## src/rtl/lsu_pkg.sv

```systemverilog
// Shared definitions for the load/store unit: funct3 access codes, FSM state
// encoding and the default bus timeout.
package lsu_pkg;

    localparam logic [2:0] F3_B  = 3'b000;
    localparam logic [2:0] F3_H  = 3'b001;
    localparam logic [2:0] F3_W  = 3'b010;
    localparam logic [2:0] F3_BU = 3'b100;
    localparam logic [2:0] F3_HU = 3'b101;

    localparam int unsigned TIMEOUT_DEFAULT = 255;

    typedef enum logic [1:0] {
        ST_IDLE = 2'd0,
        ST_REQ  = 2'd1,
        ST_RESP = 2'd2,
        ST_EXC  = 2'd3
    } lsu_state_e;

endpackage

```

## src/rtl/lsu_align.sv

```systemverilog
// Pure combinational lane logic: store byte enables and replicated write data,
// access legality/alignment checks, and load byte/half extraction with extension.
module lsu_align
    import lsu_pkg::*;
(
    input  logic        is_read,
    input  logic        is_write,
    input  logic [2:0]  funct3,
    input  logic [1:0]  addr_lo,
    input  logic [31:0] store_data,
    output logic [3:0]  be,
    output logic [31:0] wdata,
    output logic        illegal,
    output logic        misaligned,
    input  logic [2:0]  load_funct3,
    input  logic [1:0]  load_addr_lo,
    input  logic [31:0] rdata,
    output logic [31:0] load_data
);

    logic [7:0]  byte_sel;
    logic [15:0] half_sel;

    // NOTE: every output of a combinational block gets a default first, so no path leaves it unassigned and infers a latch.
    always_comb begin
        be    = 4'b1111;
        wdata = store_data;
        if (is_write) begin
            case (funct3[1:0])
                2'b00: begin
                    be    = 4'b0001 << addr_lo;
                    wdata = {4{store_data[7:0]}};
                end
                2'b01: begin
                    be    = addr_lo[1] ? 4'b1100 : 4'b0011;
                    wdata = {2{store_data[15:0]}};
                end
                default: ;
            endcase
        end
    end

    // Stores have no unsigned variants, so any funct3[2] store is illegal.
    assign illegal = (is_read & is_write)
                   | (funct3 == 3'b011)
                   | (funct3[2:1] == 2'b11)
                   | (is_write & funct3[2]);

    assign misaligned = ((funct3[1:0] == 2'b01) & addr_lo[0])
                      | ((funct3 == F3_W) & (addr_lo != 2'b00));

    always_comb begin
        byte_sel = rdata[7:0];
        case (load_addr_lo)
            2'd1:    byte_sel = rdata[15:8];
            2'd2:    byte_sel = rdata[23:16];
            2'd3:    byte_sel = rdata[31:24];
            default: ;
        endcase
        half_sel = load_addr_lo[1] ? rdata[31:16] : rdata[15:0];
    end

    always_comb begin
        load_data = rdata;
        case (load_funct3)
            F3_B:    load_data = {{24{byte_sel[7]}}, byte_sel};
            F3_BU:   load_data = {24'd0, byte_sel};
            F3_H:    load_data = {{16{half_sel[15]}}, half_sel};
            F3_HU:   load_data = {16'd0, half_sel};
            default: ;
        endcase
    end

endmodule

```

## src/rtl/lsu.sv

```systemverilog
// RV32I load/store unit: one req/ack bus transaction per memory instruction,
// stalling the pipeline until it completes, faults or times out.
module lsu
    import lsu_pkg::*;
#(
    parameter int unsigned TIMEOUT_CYCLES = TIMEOUT_DEFAULT
) (
    input  logic        i_Clk,
    input  logic        i_Rst_n,
    input  logic        i_Valid,
    input  logic        i_MemRead,
    input  logic        i_MemWrite,
    input  logic [2:0]  i_Funct3_3,
    input  logic [31:0] i_ALUResult_32,
    input  logic [31:0] i_StoreData_32,
    output logic        o_Stall,
    output logic        o_MemReq,
    output logic        o_MemWe,
    output logic [31:0] o_MemAddr_32,
    output logic [3:0]  o_MemBe_4,
    output logic [31:0] o_MemWdata_32,
    input  logic        i_MemAck,
    input  logic [31:0] i_MemRdata_32,
    output logic [31:0] o_LoadData_32,
    output logic        o_LoadValid,
    output logic        o_MisalignExc,
    output logic        o_BusErr
);

    lsu_state_e  state, state_next;
    logic [31:0] cnt, cnt_next;
    logic        bus_err_q, bus_err_next;
    logic [31:0] addr_q, wdata_q, load_data_q;
    logic [2:0]  funct3_q;
    logic [3:0]  be_q;
    logic        we_q;

    logic        access, accept, load_done;
    logic [3:0]  be_c;
    logic [31:0] wdata_c, load_ext;
    logic        illegal, misaligned;

    assign access = i_Valid & (i_MemRead | i_MemWrite);

    lsu_align u_align (
        .is_read      (i_MemRead),
        .is_write     (i_MemWrite),
        .funct3       (i_Funct3_3),
        .addr_lo      (i_ALUResult_32[1:0]),
        .store_data   (i_StoreData_32),
        .be           (be_c),
        .wdata        (wdata_c),
        .illegal      (illegal),
        .misaligned   (misaligned),
        .load_funct3  (funct3_q),
        .load_addr_lo (addr_q[1:0]),
        .rdata        (i_MemRdata_32),
        .load_data    (load_ext)
    );

    always_comb begin
        state_next   = state;
        cnt_next     = cnt;
        bus_err_next = bus_err_q;
        accept       = 1'b0;
        load_done    = 1'b0;
        unique case (state)
            ST_IDLE: begin
                if (access) begin
                    if (illegal | misaligned) begin
                        state_next   = ST_EXC;
                        bus_err_next = 1'b0;
                    end else begin
                        state_next = ST_REQ;
                        cnt_next   = '0;
                        accept     = 1'b1;
                    end
                end
            end
            ST_REQ: begin
                if (i_MemAck) begin
                    state_next = ST_RESP;
                    cnt_next   = '0;
                    load_done  = ~we_q;
                end else begin
                    cnt_next = cnt + 32'd1;
                    if ((TIMEOUT_CYCLES != 0) && (cnt + 32'd1 == TIMEOUT_CYCLES)) begin
                        state_next   = ST_EXC;
                        cnt_next     = '0;
                        bus_err_next = 1'b1;
                    end
                end
            end
            ST_RESP: state_next = ST_IDLE;
            ST_EXC:  state_next = ST_IDLE;
        endcase
    end

    // NOTE: sequential state uses non-blocking assignments so every register samples pre-edge values.
    always_ff @(posedge i_Clk or negedge i_Rst_n) begin
        if (!i_Rst_n) begin
            state       <= ST_IDLE;
            cnt         <= '0;
            bus_err_q   <= 1'b0;
            addr_q      <= '0;
            wdata_q     <= '0;
            funct3_q    <= '0;
            be_q        <= '0;
            we_q        <= 1'b0;
            load_data_q <= '0;
        end else begin
            state     <= state_next;
            cnt       <= cnt_next;
            bus_err_q <= bus_err_next;
            if (accept) begin
                addr_q   <= i_ALUResult_32;
                wdata_q  <= wdata_c;
                funct3_q <= i_Funct3_3;
                be_q     <= be_c;
                we_q     <= i_MemWrite;
            end
            if (load_done) begin
                load_data_q <= load_ext;
            end
        end
    end

    // Outputs decode from registered state, so reset clears them asynchronously.
    assign o_MemReq      = (state == ST_REQ);
    assign o_Stall       = ((state == ST_IDLE) & access) | (state == ST_REQ);
    assign o_MemWe       = we_q;
    assign o_MemAddr_32  = {addr_q[31:2], 2'b00};
    assign o_MemBe_4     = be_q;
    assign o_MemWdata_32 = wdata_q;
    assign o_LoadData_32 = load_data_q;
    assign o_LoadValid   = (state == ST_RESP) & ~we_q;
    assign o_MisalignExc = (state == ST_EXC) & ~bus_err_q;
    assign o_BusErr      = (state == ST_EXC) & bus_err_q;

endmodule

```

## config.mk

```make
export PLATFORM = sky130hd
export DESIGN_NAME = lsu
export DESIGN_NICKNAME = d
export VERILOG_FILES = /design/src/rtl/lsu_pkg.sv /design/src/rtl/lsu_align.sv /design/src/rtl/lsu.sv
export SDC_FILE = /design/constraint.sdc
export NUM_CORES = 1
export LEC_CHECK = 0
export BUFFER_PORTS_ARGS = -buffer_cell sky130_fd_sc_hd__buf_2
export CAP_MARGIN = 40
export CORE_MARGIN = 4
export CORE_UTILIZATION = 45
export DETAILED_ROUTE_END_ITERATION = 10
export HOLD_SLACK_MARGIN = 0.02
export PLACE_DENSITY = 0.78
export SLEW_MARGIN = 20
export SYNTH_ARGS = -nofsm -noshare
export SYNTH_HDL_FRONTEND = slang
export SYNTH_SLANG_ARGS = --single-unit
```

## constraint.sdc

```tcl
create_clock -name i_Clk -period 2.87 [get_ports i_Clk]
set_input_delay 0.287 -clock i_Clk [delete_from_list [all_inputs] [get_ports i_Clk]]
set_output_delay 0.287 -clock i_Clk [all_outputs]
set_load 0.02 [all_outputs]
```

Word level (Yosys, flattened, before mapping)
Index checks and enable logic that the tools add are counted.

storage, ports and cells
  bits in registers = 139
  word-level logic and storage cells = 86
  input port bits = 105
  output and inout bits = 106

operators by class
  equal/unequal tests = 20
  bitwise logic cells = 18
  $add $sub $neg = 1
  muxes and demuxes = 28
  shift operators = 1
  reductions and logical operators = 9

operators with widths
  operator                                         count
  two-way mux 32 bit                               5
  case mux 32 bit (2 select lines)                 2
  case mux 32 bit (4 select lines)                 1
  adder 32 x 1 -> 32 bit, second input constant    1
  == test 32 x 8 -> 1 bit, second input constant   1
  case mux 8 bit (3 select lines)                  1
  two-way mux 16 bit                               1
  == test 2 bit, second input constant             5
  bitwise AND 1 bit                                9
  two-way mux 1 bit                                9
  two-way mux 2 bit                                4
  two-way mux 4 bit                                2
  inequality test 2 bit, second input constant     4
  case mux 4 bit (2 select lines)                  1
  bitwise OR 1 bit                                 7
  == test 2 x 1 -> 1 bit, second input constant    3
  == test 3 x 2 -> 1 bit, second input constant    2
  == test 3 bit, second input constant             2
  case mux 2 bit (3 select lines)                  1
  AND reduction 5 bit                              1
  zero test 2 bit                                  2
  nonzero test 2 bit                               2
  left shift 1 x 2 -> 4 bit, first input constant  1
  == test 3 x 1 -> 1 bit, second input constant    1
  other kinds (8)                                  9

Logic depth before layout (Yosys ltp)
Gate-level depths: netlist of run 1.

  depth after elaboration = 8
  gate-level depth with buffers = 11
  mapped depth without buffers = 9

By module
Synthesis of run 1 repeated with hierarchy kept, for this count alone.

second synthesis, totals
  cells, all modules = 764
  area total of the unflattened synthesis = 7840.0 um^2

modules (own cells, without submodules)
  module     cells each  area each (um^2)  sequential area each (um^2)  instances
  lsu        572         6605.1            3478.3                       1
  lsu_align  192         1234.9            0.0                          1

Worst setup path after synthesis of run 1
No wires, ideal clock.

  path kind = register to register
  start = register cnt[0]
  end = register cnt[3]
  period minus slack after synthesis = 2.478 ns
  data required time = 2.749 ns
  setup slack = 0.392 ns
  stages on the path, launching flop included = 12
  setup time = 0.121 ns
  arrival = 2.356 ns
  buffers on the path = 2
  cell sequence = dfrtp_1 -> ha_1 -> and3_1 -> clkbuf_1 -> nand3_2 -> o31ai_1 -> o211ai_1 -> a2111oi_2 -> nand4_1 -> buf_6 -> a31oi_1 -> o21ai_1

on the way
  word-level cells in the longest chain between the ends = 5

RTL lines
  item                                  line                  text
  start: declaration                    lsu.sv:31             logic [31:0] cnt, cnt_next;
  start signal: assignment              lsu.sv:113            cnt <= cnt_next;
  adder 32 x 1 -> 32 bit (*)            lsu.sv:86, lsu.sv:87
  == test 32 x 8 -> 1 bit               lsu.sv:87             if ((TIMEOUT_CYCLES != 0) && (cnt + 32'd1 == TIMEOUT_CYCLES)) begin
  two-way mux 32 bit (*)                lsu.sv:87
  two-way mux 32 bit (*)                lsu.sv:81             if (i_MemAck) begin
  case mux 32 bit (2 select lines) (*)  lsu.sv:67             unique case (state)

Mark *: on every way between the ends. The rest lies on a longest branch, timed or not.
A chain may end at the register's enable or synchronous reset.

Final worst setup path of run 1
  start = register cnt[12]
  end = register cnt[3]

on the way
  word-level cells in the longest chain between the ends = 5

RTL lines
  item                              line
  adder 32 x 1 -> 32 bit            lsu.sv:87
  == test 32 x 8 -> 1 bit           lsu.sv:87
  two-way mux 32 bit                lsu.sv:87
  two-way mux 32 bit                lsu.sv:81
  case mux 32 bit (2 select lines)  lsu.sv:67

No other way between the ends.

==> results of run 1 <==
worst max-delay path: cells and delay by family (launching register included):
| family | cells | cell delay (ns) |
|---|---|---|
| AO/OA/AOI/OAI | 3 | 0.67 |
| flip-flops | 1 | 0.47 |
| buffers and inverters | 3 | 0.51 |
| AND/OR/NAND/NOR | 5 | 0.94 |
timing repair:
action	4_1_cts	5_1_grt
resized for setup	0	12
endpoints found under the setup margin	0	13
setup buffers	0	2
hold buffers	1	0
endpoints found under the hold margin	75	0
how the worst max path moves through the flow:
stage	from	endpoint	slack, ns
global route	cnt[1]	cnt[3]	0.06
global placement	cnt[1]	cnt[3]	0.12
finish	cnt[12]	cnt[3]	0.15
floorplan	cnt[0]	cnt[3]	0.39
CTS	cnt[1]	cnt[3]	0.02
detailed placement	cnt[1]	cnt[3]	0.03
cells by family (layout without fill, tap and decap cells):
kind of cell	Yosys count	count (layout)	synth area share, %
buffers and inverters	102	304	7.835
and+or+nand+nor	398	398	24.39
adders and majority gates	2	2	0.3341
AOI/OAI and AO/OA	199	199	16.15
other	1	2	0.05007
muxes	26	26	3.508
xor gates and xnor gates	11	11	1.286
DFF	139	139	46.44
flip-flops by register name, indices dropped and copies added, names as in the netlist:
register       count
bus_err_q          1
o_MemBe_4          4
state              2
addr_q            32
cnt               32
funct3_q           3
o_MemWdata_32     32
o_MemWe            1
o_LoadData_32     32
where the power goes:
group          switching, mW  internal [mW]
Sequential             0.498           2.69
Combinational           2.34           1.19
Clock                  0.841           1.52
through the flow:
step / area, sq um / hold slack, ns / util [%]
finish: 9399 / 0.04871 / 58.32
global route: 9399 / 0.04453 / 58.32
CTS: 9318 / 0.03889 / 57.82
detailed placement: 8671 / 0.3822 / 53.80
global placement: 8668 / 0.3699 / 53.79
floorplan: 7493 / -0.008591 / -
per-layer routing:
metal / global-route usage, % / routed length, um / part of all wire (%) / up-vias
met3: 7.831 / 2006 / 9.2 / 49
met2: 37.44 / 10570 / 48 / 312
met1: 29.51 / 8718 / 40 / 3343
met5: 0 / 0 / 0 / -
li1: - / - / - / 3409
met4: 7.816 / 539 / 2.5 / 0
layout make-up:
type,instances,area [sq um]
clock buffer,22,474.2
clock inverter,10,162.7
fill,1404,6716
inverter,15,56.30
multi-input combinational,638,3495
sequential,139,3482
tap,216,270.3
timing repair buffer,257,1459
cell usage in the layout, fill, tap and decap left out, drive strengths merged, types with 3 or more instances in the layout:
cell	netlist	layout
a2111oi	3	3
a21oi	42	42
a221oi	7	7
a22o	5	5
a31oi	17	17
and2	4	4
and3	19	19
and4	3	3
buf	43	256
bufinv	0	4
clkbuf	44	22
clkinv	1	4
dfrtp	139	139
inv	14	15
mux2i	24	24
nand2	228	228
nand2b	4	4
nand3	24	24
nand4	15	15
nor2	57	57
nor2b	5	5
nor3	11	11
nor3b	4	4
nor4	8	8
o211ai	8	8
o21ai	77	77
o22ai	5	5
o31a	6	6
o31ai	17	17
or2	3	3
or3	5	5
or4	4	4
xnor2	9	9
==> summary by stage, run 1 <==
Outcome
The flow ran to the end, and the final reports show no timing, DRC or antenna violations.

Die
The vertical die dimension is 137.0 um. After floorplanning, the core was divided into 46 placement rows. The effective utilization at floorplan is 46.48%. The floorplan core area is 16,120 sq um. The area of the die is between 15,000 and 20,000 sq um. The number of top-level pins is approximately 210. The die is 137.0 um wide.

Critical path
The worst setup path is of the flip-flop to flip-flop kind. The worst setup path is captured at a flip-flop. The internal reg-to-reg setup slack is 0.15 ns.

The worst flop-to-flop path startpoint is cnt[12]. The worst register-to-register path ends at cnt[3]. In this run the worst path has a maximum fanout of 8. At the worst endpoint, the required time is 3.18 ns. The nature of the critical path startpoint is a flip-flop.

The largest stage delay on the critical path is 0.47 ns. The signal on the critical path passes through nand4_1, buf_4, nor2_1, nand4_1, or2_4, a2111oi_2, nand4_1, buf_4, buf_6, a31oi_1, o21ai_1. The most used cell along the critical path is sky130_fd_sc_hd__nand4_1. STA puts the critical path data arrival time at 3.02 ns. The critical path's slowest cell is sky130_fd_sc_hd__dfrtp_1. The worst-case reg-to-reg path depth is 11.

Clock network
The register clock-pin slew on the reported worst setup and hold paths is 0.06 ns. The CTS sink count is roughly 140. The clock tree synthesis step divided the H-tree into 4 levels. The later pin in the worst-skew pair is clocked with a latency of 0.42 ns. The clock tree from TritonCTS is yes.

TritonCTS created 17 clock buffers. In this run the deepest clock path goes through 2 buffers. CTS placed an instance of sky130_fd_sc_hd__clkbuf_16 at the clock tree root.

Place
Summed over all nets, the half-perimeter wirelength after detailed placement is roughly 16,000 um. Once placement completed, the tool counted placed cells totaling around 1,300. The total of buffers placed on input and output ports is roughly 210. The pre-CTS setup slack is 0.02865 ns.

The placer's final routability congestion estimate is 0.8933.

Routing
In this run, the number of DRC markers left after iteration 0 of detailed routing was 513. The final layout contains routed wiring with a total length of roughly 22,000 um. The number of vias per cell is roughly 5.5. The count of nets left with antenna violations once routing finished came out at 0. After detailed routing, the average wire length per cell comes to 16.83 um. The routed layout has around 7,000 vias.

The remaining routing DRC violations is 0. The first detailed-routing pass ran for 5 iterations.

STA
The minimum setup slack in the final design is roughly 0.15 ns. The slew at the pin with the worst max-slew slack is 0.8082 ns. The number of pins exceeding their max-slew limit in the final report is 0. In this run the tightest slew margin relative to its limit is 45.88%. In the finished design, the share of the clock period the worst path needs comes to between 90% and 100%. On the final layout, the worst clock skew is 0.007659 ns. The number of endpoints failing setup at the final stage is 0.

Setup repair after global routing left no endpoint under its margin. The final-report hold violation count was 0. The total negative slack for setup checks is 0 ns.

For this run, the top clock speed supported by timing is 0.3682 GHz. For the finished layout, the period the worst path requires is between 2 and 3 ns.

Logic synthesis
By count the netlist is led by sky130_fd_sc_hd__nand2_1, sky130_fd_sc_hd__dfrtp_1, sky130_fd_sc_hd__o21ai_0. The synthesized design contains 0 enable-type register cells. Yosys printed 0 warnings.

Sequential cells were found to cover 46.44% of the synthesized design area. Yosys attributes the largest share of cell area to sky130_fd_sc_hd__dfrtp_1, sky130_fd_sc_hd__nand2_1, sky130_fd_sc_hd__o21ai_0. The leading cell type by number of instances after synthesis is sky130_fd_sc_hd__nand2_1. Counting every instance in the synthesized netlist gives 878. The number of synthesized register bits is 139.

After synthesis, the netlist uses 64 different library cells. The synthesized design devotes to its leading area cell type roughly 46% of total area. For this run, asynchronously set or reset flops after synthesis account for 100.0%. The cell type with the largest total area after synthesis is sky130_fd_sc_hd__dfrtp_1. The mapped cell area is 7490 sq um. Among all flip-flop cells after synthesis, the most frequent one is sky130_fd_sc_hd__dfrtp_1.

In this run the mean area of a mapped cell was 8.530 sq um.

Global routing
The overall global routing resource usage is 23.28%. The final global-route overflow total is 0. The number of global-route vias before repair is 6,857. Entering global routing, the biggest net connects 92 pins. The first global-routing pass estimated 34,710 um of wire.

The number of antenna violations at the first check in global routing is 0.

Power
The analysis attributes to cell leakage a power of 4.587 nW. The total power per unit cell area is roughly 970 nW/um^2. The total power of the final layout is between 9 and 10 mW. The largest voltage drop on the vdd net is a little over 600 uV.

Worst hold path
The startpoint of the worst hold path is i_ALUResult_32[8]. The worst hold path depth is 3. The hold-critical path endpoint is addr_q[8]. The type of the most critical hold path is input port to flip-flop.

Layout
The count of placed standard cells in the final layout, fillers left out is 1,297. For this run, the post-layout net count is 1,175. The share of post-route cells with drive strength above 1 is 29.51%.

Relative to the synthesized area, the layout overhead comes to 25.49%. The repair_antennas step left the layout with diodes totalling 0.

Job
The number of max-capacitance violations reported is 0.
Power figures use the tool's default switching activity.
==> inputs of run 2 (changes only) <==
CORE_ASPECT_RATIO = 1.25   (was not set)
clock period = 3.35 ns   (was 2.87 ns; I/O delays follow)
==> summary by stage, run 2 (synthesis gave the netlist of run 1 again) <==
Critical path
The setup path with the least slack is of type flip-flop to flip-flop. The worst setup path is launched from a flip-flop. The gate family responsible for the most delay along the worst path is simple AND/OR/NAND/NOR gates. The worst register-to-register path ends at cnt[3]. The worst flop-to-flop path startpoint is cnt[11]. The worst path buffer plus inverter count is 1 (-2). The internal reg-to-reg setup slack is 0.41 ns (+0.26 ns). The required time of the critical path was 3.65 ns (+0.47 ns). The largest stage delay on the critical path came to 0.57 ns (+0.10 ns).

The maximum fanout encountered on the critical timing path is 10 (+2). The critical path goes through nand4_1, or4_1, o31ai_1, nand4b_1, a2111oi_2, nand4_1, buf_4, a31oi_1, o21ai_1. The critical path data arrival time is 3.24 ns (+0.22 ns).

The most used cell along the critical path is sky130_fd_sc_hd__nand4_1. The worst-case reg-to-reg path depth came to 9 (-2). Among all stages on the critical path, the largest delay is contributed by sky130_fd_sc_hd__or4_1.

STA classifies the critical path endpoint as a flip-flop.

STA
The number of endpoints failing setup at the final stage is 0 (unchanged). The post-layout minimum cycle time is 2.938 ns (+0.2225 ns). The final-report hold violation count is 0 (unchanged). The setup skew after layout is 0.006539 ns (-0.001120 ns). The slew at the pin with the worst max-slew slack is 0.7412 ns (-0.06693 ns). The number of pins exceeding their max-slew limit in the final report is 0 (unchanged). The maximum clock frequency is 0.3403 GHz (-7.6%). The relative max-transition margin is 49.31% (+3.4 points). The total negative slack for setup checks came to 0 ns (unchanged). Setup repair after global routing left no endpoint under its margin.

The minimum setup slack in the final design is 0.4117 ns (+0.2575 ns). The final worst-path cycle share is 87.71% (-6.9 points).

Power
The largest voltage drop on the vdd net is 498.8 uV (-19%). The total power per unit cell area is 830.1 nW/um^2 (-14%). The net load switching power is 3.161 mW (-14%). The combinational share of power is 39.2% (+0.3 points). The total internal power was 4.406 mW (-18%). The leakage power summed over all cells is 4.444 nW (-3.1%). The share of power burned in registers is 35.9% (+0.8 points). The clock network fraction of design power is 24.9% (-1.2 points). The total power of the final layout was 7.567 mW (-17%). The switching share of power is 41.77% (+1.2 points).

Routing
The post-route antenna net violation count is 0 (unchanged). The routed wirelength normalized by instance count is 16.80 um (-0.17%). The remaining routing DRC violations is 0 (unchanged).

The post-detailed-routing wire length is 21,380 um (-2.1%). The number of vias per cell is 5.454 (-0.54%). The number of detailed-routing iterations run before antenna repair is 5 (unchanged). The DRC marker count from the first detailed-route iteration is 378 (-26%).

The total number of vias is 6,938 (-2.5%).

Die
The die width was 123.4 um (-9.9%). The vertical die dimension came to 152.2 um (+11%). The effective utilization at floorplan was 46.05% (-0.43 points). The area of the die is 18,780 sq um (about the same). The floorplan core area is 16,270 sq um (+0.93%).

The number of top-level pins is 211 (unchanged). The number of cell rows is 52 (+13%).

Global routing
The overall global routing resource usage is 23.36% (+0.084 points). The met1 track demand over resource in global routing is 27.96% (-1.6 points). The number of global-route vias before repair came to 6,902 (+0.66%).

The number of antenna violations at the first check in global routing is 2 (+2). The pin count of the biggest net entering global routing is 92 (unchanged). The met3 global-route usage is 7.018% (-0.81 points). The met2 track utilization from global routing is 38.34% (+0.90 points). The final global-route overflow total came to 0 (unchanged).

In this run the most used layer during global routing was met2. The first-pass GRT wire length is 35,060 um (+0.99%).

Clock network
The cell at the root of the clock tree is sky130_fd_sc_hd__clkbuf_16. The register clock-pin slew on the reported worst setup and hold paths is 0.07 ns (about the same). The count of cells resized by post-cts repair came to 0 (unchanged). The clock tree from TritonCTS is yes.

The maximum buffer depth of the clock tree is 2 (unchanged). The later-pin clock latency in the skew report is 0.43 ns (about the same). The CTS sink count is 139 (unchanged). The number of clock buffers inserted by TritonCTS is 17 (unchanged).

The number of levels the H-tree was split into came to 4 (unchanged).

Layout
The most common library cell in the layout ignoring fill and taps is sky130_fd_sc_hd__nand2_1. In the layout the commonest cells are sky130_fd_sc_hd__nand2_1, sky130_fd_sc_hd__buf_2, sky130_fd_sc_hd__dfrtp_1. The layout-stage area growth over the synthesis result is 21.70%.

The final-stage net count is 1,148 (-2.3%). The share of post-route cells with drive strength above 1 is 26.94% (-2.6 points).

Outcome
The flow ran to the end, and the final reports show no timing, DRC or antenna violations.

Job
The number of max-capacitance violations reported is 0 (unchanged).

Place
The total of buffers placed on input and output ports was 208 (unchanged). The pre-CTS setup slack came to 0.4725 ns (+0.4438 ns). The sum of net half-perimeters after detailed placement is 15,540 um (-1.3%). The placer's final routability congestion estimate is 0.9015 (+0.92%).

Worst hold path
The tightest min-delay check is of the input port to flip-flop type. The hold-critical path endpoint is addr_q[4]. In this run the most critical hold path is launched from i_ALUResult_32[4]. The worst hold path depth is 3 (unchanged).
-- run 2: worst max-delay path by stage --
stage,startpoint,end,slack [ns],depth (start not counted)
finish,cnt[11],cnt[3],0.41,9
floorplan,cnt[0],cnt[3],0.87,11
detailed placement,cnt[11],cnt[3],0.47,9
global placement,cnt[11],cnt[3],0.58,9
global route,cnt[10],cnt[3],0.18,9
CTS,cnt[11],cnt[3],0.44,9
-- run 2: per-stage QoR --
step	utilization [%]	cells	instance area, sq um	hold WS [ns]
2_1_floorplan	-	879	7493	0.03941
3_3_place_gp	51.91	1234	8443	0.4529
3_5_place_dp	52.15	1236	8482	0.3216
4_1_cts	55.84	1269	9082	0.08032
5_1_grt	56.04	1272	9115	0.08393
6_report	56.04	1272	9115	0.09641
-- run 2: worst reg2reg max path, stage by stage, from the launching register on --
cell and delay, ns:
sky130_fd_sc_hd__dfrtp_1 0.50, sky130_fd_sc_hd__nand4_1 0.37, sky130_fd_sc_hd__or4_1 0.57, sky130_fd_sc_hd__o31ai_1 0.31
sky130_fd_sc_hd__nand4b_1 0.15, sky130_fd_sc_hd__a2111oi_2 0.24, sky130_fd_sc_hd__nand4_1 0.17, sky130_fd_sc_hd__buf_4 0.21
sky130_fd_sc_hd__a31oi_1 0.20, sky130_fd_sc_hd__o21ai_1 0.08
-- run 2: what timing repair did --
item,in CTS,in global routing
buffers inserted,0,0
hold buffers,1,0
hold endpoints to repair,51,0
-- run 2: area by class of cell --
| cell class | instances | area (sq um) |
|---|---|---|
| diodes | 2 | 5.005 |
| clock buffers | 18 | 429.2 |
| clock inverters | 14 | 161.4 |
| fillers | 1512 | 7151 |
| inverters | 15 | 56.30 |
| multi-input cells | 638 | 3456 |
| flip-flops and latches | 139 | 3478 |
| well taps | 216 | 270.3 |
| repair buffers | 230 | 1259 |
-- run 2: power by group through the flow --
stage / Clock (mW) / Combinational, mW / Sequential [mW]
after floorplan: 0 / 1.69 / 3.12
after global placement: 0 / 2.91 / 2.71
after detailed placement: 0 / 2.97 / 2.72
after CTS: 1.91 / 2.98 / 2.72
after global routing: 1.99 / 3.28 / 2.80
final: 1.88 / 2.96 / 2.72
-- run 2: routing by layer --
metal  routed length (um)  part of all wire [%]  vias to the layer above
li1                     -                     -                     3349
met1                 8484                    40                     3279
met2                10530                    49                      253
met3                 1572                   7.4                       57
met4                  794                   3.7                        0
met5                    0                     0                        -
==> inputs of run 3 (changes only) <==
CORE_ASPECT_RATIO = 2   (was 1.25)
CORE_UTILIZATION = 57   (was 45)
PLACE_DENSITY = 0.93   (was 0.78)
==> summary by stage, run 3 (synthesis gave the netlist of run 1 again) <==
Power
The total power per unit cell area is 845.1 nW/um^2 (+1.8%). The largest voltage drop on the vdd net came to 690.3 uV (+38%). The leakage power summed over all cells is 4.397 nW (-1.1%).

Die
The number of cell rows came to 59 (+13%). The effective utilization at floorplan is 57.98% (+12 points). The floorplan core area is 12,920 sq um (-21%). The number of top-level pins is 211 (unchanged). The area of the die is 15,150 sq um (-19%). The vertical die dimension is 170.1 um (+12%). The die width is 89.06 um (-28%).

Global routing
The number of antenna violations at the first check in global routing is 3 (+1). The first-pass GRT wire length came to 37,540 um (+7.1%). The final global-route overflow total is 0 (unchanged). The overall global routing resource usage is 31.96% (+8.6 points).

The number of global-route vias before repair came to 7,409 (+7.3%). The pin count of the biggest net entering global routing is 72 (-22%).

Clock network
The root buffer cell chosen for the clock tree is sky130_fd_sc_hd__clkbuf_16. The number of hold-repair buffers added at the cts stage is 1 (unchanged). The CTS sink count came to 139 (unchanged). The count of cells resized by post-cts repair came to 0 (unchanged).

The register clock-pin slew on the reported worst setup and hold paths came to 0.07 ns (about the same). The maximum buffer depth of the clock tree came to 2 (unchanged). The number of levels the H-tree was split into is 4 (unchanged).

The number of clock buffers inserted by TritonCTS is 17 (unchanged). The clock tree from TritonCTS is yes. The number of buffers inserted by post-CTS setup repair was 0 (unchanged). The later-pin clock latency in the skew report is 0.42 ns (about the same).

Critical path
The required time of the critical path was 3.71 ns (+0.06 ns). The nature of the critical path startpoint is a flip-flop. The largest stage delay on the critical path was 0.54 ns (-0.03 ns). The maximum fanout encountered on the critical timing path is 11 (+1). The worst setup path is captured at a flip-flop.

By instance count, the cell type seen most on the critical path is sky130_fd_sc_hd__nand4_1. On the critical path, the stage with the largest delay is an instance of sky130_fd_sc_hd__or4_1. The critical path is of the flip-flop to flip-flop type.

Traced cell by cell, the critical path runs through nand4_1, or4_1, o31ai_1, nand4b_1, a2111oi_2, nand4_1, buf_4, nand2_1, and3_1. The launch point of the worst path is cnt[10]. The critical path data arrival time was 3.34 ns (+0.10 ns). The worst flop-to-flop path startpoint is cnt[10].

STA
The final worst-path cycle share is 88.87% (+1.2 points). The minimum setup slack in the final design was 0.3728 ns (-0.03887 ns). The setup skew after layout is 0.01045 ns (+0.003909 ns).

The number of endpoints failing setup at the final stage is 0 (unchanged). The maximum clock frequency was 0.3359 GHz (-1.3%). Setup repair after global routing left no endpoint under its margin. The final-report hold violation count is 0 (unchanged). The worst-case hold slack is 0.09426 ns (-0.002150 ns).

The total negative slack for setup checks is 0 ns (unchanged). The slew at the pin with the worst max-slew slack is 0.7844 ns (+0.04320 ns). The relative max-transition margin was 46.35% (-3.0 points). The number of pins exceeding their max-slew limit in the final report is 0 (unchanged).

The post-layout minimum cycle time is 2.977 ns (+0.03887 ns).

Place
The pre-CTS setup slack is 0.5400 ns (+0.06754 ns). The placer's final routability congestion estimate came to 0.9478 (+5.1%). The total of buffers placed on input and output ports is 208 (unchanged). The area of placed instances is 8384 sq um (-1.2%).

The sum of net half-perimeters after detailed placement is 16,170 um (+4.1%).

Routing
The routed wirelength normalized by instance count is 19.48 um (+16%). The number of vias per cell was 6.284 (+15%). The DRC marker count from the first detailed-route iteration is 812 (+110%). The total number of vias is 7,579 (+9.2%).

The number of detailed-routing iterations run before antenna repair was 5 (unchanged). The remaining routing DRC violations is 0 (unchanged). The post-route antenna net violation count came to 0 (unchanged). The post-detailed-routing wire length is 23,500 um (+9.9%).

Layout
Leaving out fill and tap cells, the most frequent cells in the layout are sky130_fd_sc_hd__nand2_1, sky130_fd_sc_hd__buf_2, sky130_fd_sc_hd__dfrtp_1. The number of fillers in the final layout is 913 (-40%). The most common library cell in the layout ignoring fill and taps is sky130_fd_sc_hd__nand2_1. The post-route standard cell area excluding fillers is 8960 sq um (-1.7%). The final-stage net count is 1,144 (-0.35%). The fraction of the core area covered by cells at the end of the flow came to 69.36% (+13 points).

Relative to the synthesized area, the layout overhead comes to 19.63%. The share of post-route cells with drive strength above 1 is 26.67% (-0.28 points).

Worst hold path
In this run the most critical hold path is launched from i_ALUResult_32[10]. In this run the worst hold path is classified as input port to flip-flop.

Outcome
The flow ran to the end, and the final reports show no timing, DRC or antenna violations.

Job
The number of max-capacitance violations reported was 0 (unchanged).
==> run 3: cell types whose count changed in the layout (fill, tap and decap cells not counted), moves of 2 or more <==
cell / before / now
sky130_fd_sc_hd__clkinvlp_4: 2 / 4
sky130_fd_sc_hd__buf_16: 2 / 0
sky130_fd_sc_hd__bufinv_16: 2 / 0
sky130_fd_sc_hd__buf_4: 18 / 15
sky130_fd_sc_hd__buf_12: 0 / 2
sky130_fd_sc_hd__inv_8: 1 / 3
sky130_fd_sc_hd__diode_2: 2 / 4
sky130_fd_sc_hd__clkinv_4: 4 / 0
sky130_fd_sc_hd__inv_6: 4 / 7
==> run 3: per-layer routing <==
layer	routed length, um	GRT usage [%]	vias up
li1	-	-	3333
met1	7758	35.91	3595
met2	12400	54.01	509
met3	1676	6.831	142
met4	1657	19.38	0
met5	0	0	-
==> run 3: worst paths after layout <==
path	end	slack (ns)	cells after the start
max	state[1]	0.37	9
min	addr_q[10]	0.09	3
max reg2reg	state[1]	0.37	9
min reg2reg	addr_q[7]	0.47	2
max in group asynchronous	addr_q[29]	2.05	3
min in group asynchronous	addr_q[27]	0.49	2
==> run 3: through the flow <==
step           power (mW)  instances
2_1_floorplan       4.810        879
3_3_place_gp        5.593       1168
5_1_grt             7.979       1205
4_1_cts             7.552       1202
3_5_place_dp        5.700       1169
6_report            7.572       1206
==> run 3: where the power goes <==
part | switching [mW] | internal, mW | leakage [nW]
Combinational | 2.01 | 0.985 | 2.38
Sequential | 0.463 | 2.30 | 1.75
Clock | 0.837 | 0.977 | 0.264
==> run 3: layout make-up <==
cell class | instances | area (sq um) | share of cell area [%]
clock inverters | 15 | 130.1 | 1.452
multi-input cells | 638 | 3460 | 38.61
diodes | 4 | 10.01 | 0.1117
clock buffers | 17 | 425.4 | 4.748
well taps | 152 | 190.2 | 2.123
flip-flops and latches | 139 | 3478 | 38.82
repair buffers | 226 | 1210 | 13.50
inverters | 15 | 56.30 | 0.6284
==> run 3: worst max-delay path, delay by kind of cell, from the launching register on <==
family                 cells  cell delay, ns
AOI/OAI and AO/OA          2            0.57
and+or+nand+nor            6            1.62
DFF                        1            0.51
buffers and inverters      1            0.20
